$ cat src/rtl/disp_pkg.sv
// disp_pkg
//
// Purpose: shared constants and helpers for the display scan multiplexer.
//   clog2      - ceiling log2, usable in parameter/localparam expressions.
//   ANODE_OFF  - all-ones anode pattern (every digit dark); slice to DIGITS bits.
//   get_digit  - extracts one nibble from a packed multi-source BCD bus.
//
// Ports: none (package).

package disp_pkg;

    // Upper bounds for the generic helpers. The packed source bus is
    // zero-extended to MAX_BUS bits before nibble extraction, and nibbles
    // are returned in MAX_W bits for the caller to cast down to W.
    localparam int MAX_BUS    = 1024;
    localparam int MAX_W      = 16;
    localparam int MAX_DIGITS = 32;

    // Active-low anodes: all ones means nothing is lit.
    localparam logic [MAX_DIGITS-1:0] ANODE_OFF = '1;

    // Ceiling log2 with a fixed loop bound so it stays elaboration-friendly.
    function automatic int clog2(input int value);
        int result;
        result = 0;
        for (int i = 0; i < 31; i++) begin
            if ((1 << i) < value) begin
                result = i + 1;
            end
        end
        return result;
    endfunction

    // Source ch, digit d lives at bit offset (ch*digits + d)*w; digit 0 is
    // the least significant nibble of each source.
    function automatic logic [MAX_W-1:0] get_digit(
        input logic [MAX_BUS-1:0] src_data,
        input int                 ch,
        input int                 d,
        input int                 digits,
        input int                 w
    );
        logic [MAX_BUS-1:0] shifted;
        logic [MAX_W-1:0]   mask;
        shifted = src_data >> ((ch * digits + d) * w);
        mask    = (MAX_W'(1) << w) - MAX_W'(1);
        return shifted[MAX_W-1:0] & mask;
    endfunction

endpackage

$ cat src/rtl/disp_scan_tick.sv
// disp_scan_tick
//
// Purpose: digit-slot prescaler. Counts 0..SCAN_DIV-1 and wraps; slot_tick
//   is high for the whole cycle in which the count sits at SCAN_DIV-1, so
//   each digit slot lasts exactly SCAN_DIV clock cycles.
//
// Ports:
//   clk        in   system clock
//   rst_n      in   asynchronous active-low reset (count returns to 0)
//   slot_tick  out  end-of-slot strobe (combinational from the count)

module disp_scan_tick
    import disp_pkg::*;
#(
    parameter int SCAN_DIV = 50000
) (
    input  logic clk,
    input  logic rst_n,
    output logic slot_tick
);

    localparam int              PW   = clog2(SCAN_DIV);
    localparam logic [PW-1:0]   LAST = PW'(SCAN_DIV - 1);

    logic [PW-1:0] prescaler;

    assign slot_tick = (prescaler == LAST);

    // The wrap is an explicit compare so non-power-of-two dividers work.
    always_ff @(posedge clk or negedge rst_n) begin
        if (!rst_n) begin
            prescaler <= '0;
        end else if (slot_tick) begin
            prescaler <= '0;
        end else begin
            prescaler <= prescaler + PW'(1);
        end
    end

endmodule

$ cat src/rtl/disp_scan_mux.sv
// disp_scan_mux
//
// Purpose: picks one of NCH packed BCD sources and time-multiplexes its
//   DIGITS nibbles onto a shared 7-segment digit bus with one-hot
//   active-low anodes. The displayed source only changes on a frame
//   boundary, either from the manual select or by automatic rotation
//   every ROT_FRAMES frames.
//
// Optional feature: define DISP_SCAN_LEADING_ZERO_BLANK_EN to darken
//   leading zeros (digit 0 is always lit). Without it every digit is driven.
//
// Ports:
//   clk         in   system clock
//   rst_n       in   asynchronous active-low reset
//   src_data    in   NCH*DIGITS*W packed sources, source c digit d at
//                    bits [(c*DIGITS+d)*W +: W], sampled live every cycle
//   sel         in   manual source select (values >= NCH are ignored)
//   auto_en     in   1 = rotate sources automatically, 0 = manual
//   digit_out   out  nibble for the lit digit (registered)
//   an          out  active-low one-hot anodes (registered)
//   ch_active   out  source currently displayed (registered)
//   frame_tick  out  one-cycle pulse after the last slot of a frame

module disp_scan_mux
    import disp_pkg::*;
#(
    parameter  int W          = 4,
    parameter  int DIGITS     = 4,
    parameter  int NCH        = 2,
    parameter  int SCAN_DIV   = 50000,
    parameter  int ROT_FRAMES = 250,
    localparam int CW         = clog2(NCH)
) (
    input  logic                    clk,
    input  logic                    rst_n,
    input  logic [NCH*DIGITS*W-1:0] src_data,
    input  logic [CW-1:0]           sel,
    input  logic                    auto_en,
    output logic [W-1:0]            digit_out,
    output logic [DIGITS-1:0]       an,
    output logic [CW-1:0]           ch_active,
    output logic                    frame_tick
);

    localparam int IDXW = clog2(DIGITS);
    localparam int FCW  = clog2(ROT_FRAMES + 1);

    localparam logic [IDXW-1:0] LAST_DIGIT = IDXW'(DIGITS - 1);
    localparam logic [FCW-1:0]  LAST_FRAME = FCW'(ROT_FRAMES - 1);
    localparam logic [CW-1:0]   LAST_CH    = CW'(NCH - 1);
    // One bit wider than sel so the range check also works when NCH is a
    // power of two.
    localparam logic [CW:0]     SEL_LIMIT  = (CW + 1)'(NCH);

    logic                 slot_tick;
    logic                 frame_end;
    logic [IDXW-1:0]      digit_idx;
    logic [FCW-1:0]       frame_cnt;
    logic [MAX_BUS-1:0]   src_ext;
    logic [W-1:0]         cur_digit;
    logic                 blank_digit;
`ifdef DISP_SCAN_LEADING_ZERO_BLANK_EN
    logic                 upper_zero;
`endif

    disp_scan_tick #(
        .SCAN_DIV (SCAN_DIV)
    ) u_tick (
        .clk       (clk),
        .rst_n     (rst_n),
        .slot_tick (slot_tick)
    );

    assign frame_end = slot_tick && (digit_idx == LAST_DIGIT);
    assign src_ext   = MAX_BUS'(src_data);

    // Digit index steps once per slot and wraps after the last digit.
    always_ff @(posedge clk or negedge rst_n) begin
        if (!rst_n) begin
            digit_idx <= '0;
        end else if (slot_tick) begin
            if (digit_idx == LAST_DIGIT) begin
                digit_idx <= '0;
            end else begin
                digit_idx <= digit_idx + IDXW'(1);
            end
        end
    end

    // Source selection is only re-evaluated at frame end so a frame never
    // mixes digits from two sources. In manual mode the frame counter is
    // parked at 0, so switching to auto always starts a fresh count.
    always_ff @(posedge clk or negedge rst_n) begin
        if (!rst_n) begin
            ch_active <= '0;
            frame_cnt <= '0;
        end else if (frame_end) begin
            if (auto_en) begin
                if (frame_cnt == LAST_FRAME) begin
                    frame_cnt <= '0;
                    if (ch_active == LAST_CH) begin
                        ch_active <= '0;
                    end else begin
                        ch_active <= ch_active + CW'(1);
                    end
                end else begin
                    frame_cnt <= frame_cnt + FCW'(1);
                end
            end else begin
                frame_cnt <= '0;
                if ({1'b0, sel} < SEL_LIMIT) begin
                    ch_active <= sel;
                end
            end
        end
    end

    // Nibble for the current slot. With leading-zero blanking, a digit above
    // 0 goes dark when it and every more significant digit are zero, judged
    // on the same cycle's source data as the digit value itself.
    always_comb begin
        cur_digit   = W'(get_digit(src_ext, int'(ch_active), int'(digit_idx), DIGITS, W));
        blank_digit = 1'b0;
`ifdef DISP_SCAN_LEADING_ZERO_BLANK_EN
        upper_zero = 1'b1;
        for (int k = 0; k < DIGITS; k++) begin
            if ((k >= int'(digit_idx)) &&
                (get_digit(src_ext, int'(ch_active), k, DIGITS, W) != '0)) begin
                upper_zero = 1'b0;
            end
        end
        blank_digit = upper_zero && (digit_idx != '0);
`endif
    end

    // Output register: one cycle behind the index/channel, anodes dark in
    // reset so the display stays blank until the first post-reset edge.
    always_ff @(posedge clk or negedge rst_n) begin
        if (!rst_n) begin
            digit_out  <= '0;
            an         <= ANODE_OFF[DIGITS-1:0];
            frame_tick <= 1'b0;
        end else begin
            frame_tick <= frame_end;
            if (blank_digit) begin
                digit_out <= '0;
                an        <= ANODE_OFF[DIGITS-1:0];
            end else begin
                digit_out <= cur_digit;
                an        <= ~(DIGITS'(1) << digit_idx);
            end
        end
    end

endmodule

$ cat config.mk
export PLATFORM = sky130hd
export DESIGN_NAME = disp_scan_mux
export DESIGN_NICKNAME = d
export VERILOG_FILES = /design/src/rtl/disp_pkg.sv /design/src/rtl/disp_scan_tick.sv /design/src/rtl/disp_scan_mux.sv
export SDC_FILE = /design/constraint.sdc
export NUM_CORES = 1
export LEC_CHECK = 0
export ABC_AREA = 1
export CAP_MARGIN = 0
export CORE_UTILIZATION = 35
export DETAILED_ROUTE_END_ITERATION = 16
export PLACE_DENSITY = 0.57
export SLEW_MARGIN = 40
export SYNTH_ARGS = -nofsm -noshare
export SYNTH_HDL_FRONTEND = slang
export SYNTH_SLANG_ARGS = --single-unit
$ cat constraint.sdc
create_clock -name clk -period 2.1 [get_ports clk]
set_input_delay 0.42 -clock clk [delete_from_list [all_inputs] [get_ports clk]]
set_output_delay 0.42 -clock clk [all_outputs]
set_load 0.03 [all_outputs]
Word-level counts from Yosys, hierarchy flattened
Index checks and enable logic that the tools add are counted.

word-level totals
  bits in registers = 36
  bits in latches = 0
  memory bits (writable) = 0
  ROM bits = 0
  output and inout bits = 10
  logic and storage cells = 28
  memories kept = 0

operators by class
  add/subtract/negate cells = 5
  multiply operators = 0
  div/mod/pow operators = 0
  $lt $le $gt $ge = 0
  eq/ne operators = 4
  shift operators = 2
  multiplexer cells = 7
  bitwise gates (word level) = 1
  reduce and logical (&&, ||, !) cells = 2

operators with widths
  operator               number
  $shr 32x6->4           1
  $add 16x1->16 const B  1
  $eq 16x16->1 const B   1
  $mux 16                1
  $mux 8                 2
  $add 8x1->8 const B    1
  $eq 8x8->1 const B     1
  $add 3x2->4            1
  $not 4->4              1
  $shl 1x2->4 const A    1
  $mux 1                 3
  $add 2x1->2 const B    1
  $eq 2x2->1 const B     1
  $mux 2                 1
  $ne 2x1->1 const B     1
  $reduce_and 2->1       1
  $add 1x1->1 const B    1
  $logic_and 1x1->1      1

Depth between registers and ports, before layout
Gate-level depths: netlist of the first run.

  depth in word-level cells = 4
  mapped depth = 9

Hierarchy
A second synthesis of the first run with hierarchy kept.

unflattened totals
  cell total of the unflattened synthesis = 284
  area, all modules = 2099.5 µm²

by module, submodules not included
  module          instances  cells each  area an instance (µm²)  sequential area each (µm²)
  disp_scan_mux   1          163         1222.4                  505.5
  disp_scan_tick  1          121         877.1                   400.4

Least setup slack after synthesis of the first run
OpenSTA, ideal clock, no wires.

  path type = reg2reg
  start point = register u_tick.prescaler[0]
  end point = register frame_cnt[3]
  setup time = 0.118 ns
  arrival time = 1.314 ns
  data required time = 1.982 ns
  slack = 0.668 ns
  stages on the path, launching flop included = 10
  path through = dfrtp_1 ha_1 nand2_2 nor2_4 nand3_2 nor2_4 nand2_4 buf_6 nand2_2 o21ai_2

on the way
  longest elaborated chain between the ends = 2

RTL lines
  item                      RTL line              RTL
  start: declaration        disp_scan_tick.sv:25  logic [PW-1:0] prescaler;
  start signal: assignment  disp_scan_tick.sv:36  prescaler <= prescaler + PW'(1);
  $eq 16x16->1              disp_scan_tick.sv:27  assign slot_tick = (prescaler == LAST);
  $logic_and 1x1->1         disp_scan_mux.sv:74   assign frame_end = slot_tick && (digit_idx == LAST_DIGIT);
  end signal: assignment    disp_scan_mux.sv:107  frame_cnt <= frame_cnt + FCW'(1);
  end: declaration          disp_scan_mux.sv:58   logic [FCW-1:0] frame_cnt;

No other way between the ends.
A chain may end at the register's enable or synchronous reset.

Worst setup path after layout of the first run
  start point = register an[3]
  end point = output port an[3]

RTL lines
  item                      RTL line              RTL
  start: declaration        disp_scan_mux.sv:40   output logic [DIGITS-1:0] an,
  start signal: assignment  disp_scan_mux.sv:141  an <= ANODE_OFF[DIGITS-1:0];
  start signal: assignment  disp_scan_mux.sv:147  an <= ANODE_OFF[DIGITS-1:0];
  start signal: assignment  disp_scan_mux.sv:150  an <= ~(DIGITS'(1) << digit_idx);

No word-level cell between the ends.

==> flow_summary.toml, run 1 <==
[detailed_routing]
vias = 1945
drt-total-wl_um = 5086
ant_nets = 0
firstDrtPassIters = 4
drtIter0Drc = 78
drc_errors = 0
viasPerCell = 4.687
wl_per_cell_um = 12.26

[place]
placedCellCount = 407
portBuffers = 45
routabilityCongestion = 0.8068
place_hpwl_um = 3823

[global_routing]
grt_pass1_wl_um = 8259
antenna_found_initial = 0
overflow = 0
grt_pass1_vias = 1786
grt_max_degree = 37
grt_usage_pct = 16.94

[timing]
fin_setup_tns_ns = 0
setup_viol = 0
slew_headroom_pct = 68.23
maxSlewViolCount = 0
skew_ns = 0.01219
tightest_slew_ns = 0.4766
finalCritPeriodShare_pct = 91.02
fin_crit_ns = 1.911
rsz0062_at_grt = "no"
clock.fmax_mhz = 523.2
finalHoldViolCount = 0

[cts]
cts_buffers = 5
path_clk_slew_ns = 0.08
cts_tree = "built"
post-cts-setup-buffers = 0
ctsHoldBuffers = 0
cts.path.max_buffers = 2
cts.sinks = 36
clk_latency_ns = 0.29
clock-root-buffer = "clkbuf_8"
h-tree-depth = 2
cts_resized = 0

[synth]
ys_seq_area_share_pct = 42.09
synth_cells = 286
netlist_area_sq_mm = 0.002152
synth_fp_nets = 329
synth_seq_cells = 36
yosysUniqueCellTypes = 27
yosys_warnings = 0
syn_area_per_cell_sq_um = 7.525

[worst_setup_path]
reg2reg_to = "digit_idx[0]$_DFFE_PN0N_"
crit_end = "an[3]"
critPathTopFamily = "buffers and inverters"
cp-start-kind = "register"
worstRegToRegCells = 8
cp-startpoint = "an[3]$_DFF_PN1_"
critPathKind = "register to output pin"
worstSetupPathDepth = 1
path_cells = "clkdlybuf4s50_1"
cp-end-kind = "output pin"
critPathRequiredTime_ns = 1.68
path_buf_inv = 1
max_stage_delay_ns = 0.66
arrival_ns = 1.49
slowest_stage = "clkdlybuf4s50_1"
r2r_setup_slack_ns = 0.53
worstReg2RegStart = "u_tick.prescaler[0]$_DFF_PN0_"
critPathMaxFanout = 1

[die]
rows = 28
ios = 46
initial_core_util_pct = 36.35
core-area_sq_mm = 0.005921
die_y_um = 80.42
die_area_sq_mm = 0.006467
die_x_um = 80.42

[outcome]
status = "finished, final reports clean"

[power]
peakVddDrop_v = 0.0002178
p_per_area_mw_per_mm2 = 476.3
p_leak_uw = 0.001413

[final_layout]
final-seq-area_sq_um = 905.9
multi_input_area_sq_mm = 0.001074
antenna_cells = 0
final_nets = 382
layout-drive-gt1-share_pct = 10.29
fillers = 606
area_growth_pct = 29.71
stdcell_count = 415

[flow_run]
drv_cap = 0

[hold_path]
hp-class = "primary input to async pin"
-- worst min path at each step --
stage / cells after the start / endpoint
6_report: 2 / u_tick.prescaler[7]$_DFF_PN0_
2_1_floorplan: 0 / ch_active$_DFFE_PN0P_
5_1_grt: 2 / u_tick.prescaler[9]$_DFF_PN0_
3_3_place_gp: 1 / u_tick.prescaler[0]$_DFF_PN0_
3_5_place_dp: 1 / u_tick.prescaler[0]$_DFF_PN0_
4_1_cts: 2 / u_tick.prescaler[7]$_DFF_PN0_
-- metrics by stage --
step | total power [uW] | hold WS (ns) | utilization [%] | worst slack [ns] | instance area, sq um
after floorplan | 732.5 | 0.1244 | - | 0.6681 | 2152
after global placement | 825.9 | 0.4548 | 45.58 | 0.5127 | 2699
after detailed placement | 826.1 | 0.4555 | 45.58 | 0.5103 | 2699
after CTS | 1348 | 0.1847 | 47.15 | 0.1846 | 2791
after global routing | 1393 | 0.2016 | 47.15 | 0.1597 | 2791
final | 1330 | 0.1732 | 47.15 | 0.1886 | 2791
-- layer usage --
layer,up-vias,part of all wire (%),global-route usage (%)
li1,1022,-,-
met1,887,49,21.90
met2,31,47,28.31
met3,5,2.9,3.636
met4,0,1.1,4.643
met5,-,0,0
-- cell families after synthesis --
kind of cell	Yosys count	share of synthesized area [%]
adder cells (fa/ha/maj)	7	4.070
flip-flops	36	42.09
buffers and inverters	41	8.023
AO/OA/AOI/OAI	37	10.29
XOR/XNOR	8	3.256
AND/OR/NAND/NOR	157	32.27
-- power by group --
part | switching, uW | internal (uW)
Sequential | 0.902 | 697
Combinational | 42.4 | 70.5
Clock | 257 | 262
-- placed cells by master (no fill, tap or decap), types with 3 or more instances in the layout --
cell,Yosys,final
nor2_1,50,50
buf_4,0,6
o21bai_1,3,3
o21ai_2,5,5
ha_1,7,7
clkbuf_8,0,6
o21ai_0,19,19
nand2_1,64,64
nand4_1,8,8
nand2_2,3,3
nor3_1,7,7
dfstp_2,4,4
clkdlybuf4s50_1,0,44
nand3_1,17,17
o22ai_1,8,8
inv_1,33,33
xor2_1,8,8
dfrtp_1,32,32
-- cells in the mapped netlist, drive strengths merged --
| cell | count | area share, % |
|---|---|---|
| nor2 | 53 | 10 |
| nand4 | 8 | 2.3 |
| nand3 | 19 | 4.9 |
| clkinv | 2 | 0.35 |
| o22ai | 8 | 2.3 |
| nand3b | 1 | 0.35 |
| nand2 | 68 | 13 |
| inv | 34 | 5.9 |
| dfstp | 4 | 4.9 |
| ha | 7 | 4.1 |
| o21bai | 3 | 1.0 |
| o21ai | 25 | 6.7 |
| xor2 | 8 | 3.3 |
| a21oi | 1 | 0.23 |
| nor3 | 8 | 2.1 |
| dfrtp | 32 | 37 |
| buf | 5 | 1.7 |
-- final cells by class --
cell class	instances	area share, %
repair buffers	51	17.57
flip-flops and latches	36	32.45
inverters	36	4.841
well taps	75	3.362
clock buffers	6	2.958
multi-input cells	209	38.46
clock inverters	2	0.3586
-- flip-flops by register name, summed over array words and instances (netlist names) --
register and count:
frame_tick 1, ch_active 1, u_tick.prescaler 16, an 4, digit_out 4, digit_idx 2, frame_cnt 8
Power figures use the tool's default switching activity.
==> inputs of run 2 (changes only) <==
--- a/config.mk
+++ b/config.mk
@@ -9,6 +9,7 @@
 export CAP_MARGIN = 0
 export CORE_UTILIZATION = 35
 export DETAILED_ROUTE_END_ITERATION = 16
+export GPL_ROUTABILITY_DRIVEN = 0
 export PLACE_DENSITY = 0.57
 export SLEW_MARGIN = 40
 export SYNTH_ARGS = -nofsm -noshare
==> results of run 2 <==
The final DEF is identical to that of run 1; final timing and power are the same.
==> inputs of run 3 (changes only) <==
--- a/config.mk
+++ b/config.mk
@@ -7,10 +7,12 @@
 export LEC_CHECK = 0
 export ABC_AREA = 1
 export CAP_MARGIN = 0
+export CELL_PAD_IN_SITES_DETAIL_PLACEMENT = 0
+export CELL_PAD_IN_SITES_GLOBAL_PLACEMENT = 1
 export CORE_UTILIZATION = 35
 export DETAILED_ROUTE_END_ITERATION = 16
 export GPL_ROUTABILITY_DRIVEN = 0
-export PLACE_DENSITY = 0.57
+export PLACE_DENSITY = 0.75
 export SLEW_MARGIN = 40
 export SYNTH_ARGS = -nofsm -noshare
 export SYNTH_HDL_FRONTEND = slang
==> flow_summary.toml, run 3 (synthesized netlist as in run 1, its figures left out) <==
[outcome]
status = "finished, final reports clean"

[cts]
ctsHoldBuffers = 0
cts.path.max_buffers = 2
cts_buffers = 5
cts_tree = "built"
clk_latency_ns = 0.29
clock-root-buffer = "clkbuf_8"
post-cts-setup-buffers = 0
cts.sinks = 36
path_clk_slew_ns = 0.08
cts_resized = 0
h-tree-depth = 2

[die]
die_x_um = 80.42
rows = 28
die_y_um = 80.42
core-area_sq_mm = 0.005921
ios = 46
initial_core_util_pct = 36.35
die_area_sq_mm = 0.006467

[global_routing]
overflow = 0
grt_pass1_wl_um = 9059
grt_usage_pct = 18.14
grt_pass1_vias = 2004
grt_max_degree = 27
antenna_found_initial = 0

[final_layout]
final_cell_mix = "64 x nand2_1, 50 x nor2_1, 44 x clkdlybuf4s50_1, 33 x inv_1, 32 x dfrtp_1"
final_nets = 384
antenna_cells = 0
reg_top3 = "u_tick.prescaler x16, frame_cnt x8"
fillers = 592
layout-drive-gt1-share_pct = 10.82
area_growth_pct = 31.28
final_common_cell = "nand2_1"
regMostFlops = "u_tick.prescaler"
largest_reg_flops = 16
stdcell_count = 417

[worst_setup_path]
critPathTopFamily = "buffers and inverters"
max_stage_delay_ns = 0.67
arrival_ns = 1.48
path_cells = "clkdlybuf4s50_1"
slowest_stage = "clkdlybuf4s50_1"
cp-end-kind = "output pin"
cp-start-kind = "register"
path_buf_inv = 1
critPathKind = "register to output pin"
critPathMaxFanout = 1
critPathRequiredTime_ns = 1.68
r2r_setup_slack_ns = 0.43

[detailed_routing]
drc_errors = 0
wl_per_cell_um = 12.19
drt-total-wl_um = 5084
drtIter0Drc = 74
vias = 1987
firstDrtPassIters = 4
ant_nets = 0
viasPerCell = 4.765

[place]
placedCellCount = 409
portBuffers = 45
place_hpwl_um = 3954

[power]
p_total_uw = 1422
p_leak_uw = 0.001425
p_per_area_mw_per_mm2 = 503.4
peakVddDrop_v = 0.0002952

[timing]
rsz0062_at_grt = "no"
fin_setup_tns_ns = 0
skew_ns = 0.007281
setup_viol = 0
finalCritPeriodShare_pct = 90.36
slew_headroom_pct = 62.09
clock.fmax_mhz = 527.0
fin_crit_ns = 1.897
maxSlewViolCount = 0
finalHoldViolCount = 0
tightest_slew_ns = 0.5686

[hold_path]
hp-class = "primary input to async pin"

[flow_run]
drv_cap = 0
==> run 3: changes by cell type in the layout (fill, tap and decap cells not counted), sizes merged <==
cell | before | now
clkinv | 4 | 3
clkinvlp | 0 | 1
buf | 7 | 9
clkbuf | 6 | 5
bufinv | 0 | 1
==> run 3: final cells by class <==
class / instances / area [sq um] / share of cell area (%)
Multi-Input combinational cell: 209 / 1074 / 38.00
Sequential cell: 36 / 905.9 / 32.06
Inverter: 36 / 135.1 / 4.783
Timing Repair Buffer: 53 / 505.5 / 17.89
Clock inverter: 3 / 42.54 / 1.506
Clock buffer: 5 / 68.82 / 2.436
Tap cell: 75 / 93.84 / 3.322
==> run 3: report_power, final <==
group / switching, uW / internal, uW / total [uW]
sequential: 1.18 / 697 / 698
combinational: 43.4 / 71.8 / 115
clock: 258 / 351 / 609
==> run 3: final timing paths <==
check                                              start                             to  cells past startpoint
min in group clk           u_tick.prescaler[0]$_DFF_PN0_  u_tick.prescaler[0]$_DFF_PN0_                      1
max reg2reg                     digit_idx[0]$_DFFE_PN0N_       digit_idx[1]$_DFFE_PN0N_                      5
max                                      an[2]$_DFF_PN1_                          an[2]                      1
min reg2reg                u_tick.prescaler[0]$_DFF_PN0_  u_tick.prescaler[0]$_DFF_PN0_                      1
max in group asynchronous                          rst_n       frame_cnt[3]$_DFFE_PN0P_                      2
min                                                rst_n  u_tick.prescaler[3]$_DFF_PN0_                      1
==> run 3: stage by stage <==
step,setup WS (ns),util [%],instance area (sq um),hold WS [ns]
global placement,0.4467,45.84,2714,0.4558
finish,0.2025,47.72,2825,0.1155
CTS,0.1783,47.72,2825,0.1336
global route,0.1595,47.72,2825,0.1561
floorplan,0.6681,-,2152,0.1244
detailed placement,0.4324,45.84,2714,0.4512
==> run 3: per-layer routing <==
layer  routed length [um]  up-vias  track usage (%)
met3                  132        6            3.409
met4                   56        0            5.000
met2                 2441       25            31.44
met5                    0        -                0
li1                     -     1026                -
met1                 2453      930            22.80
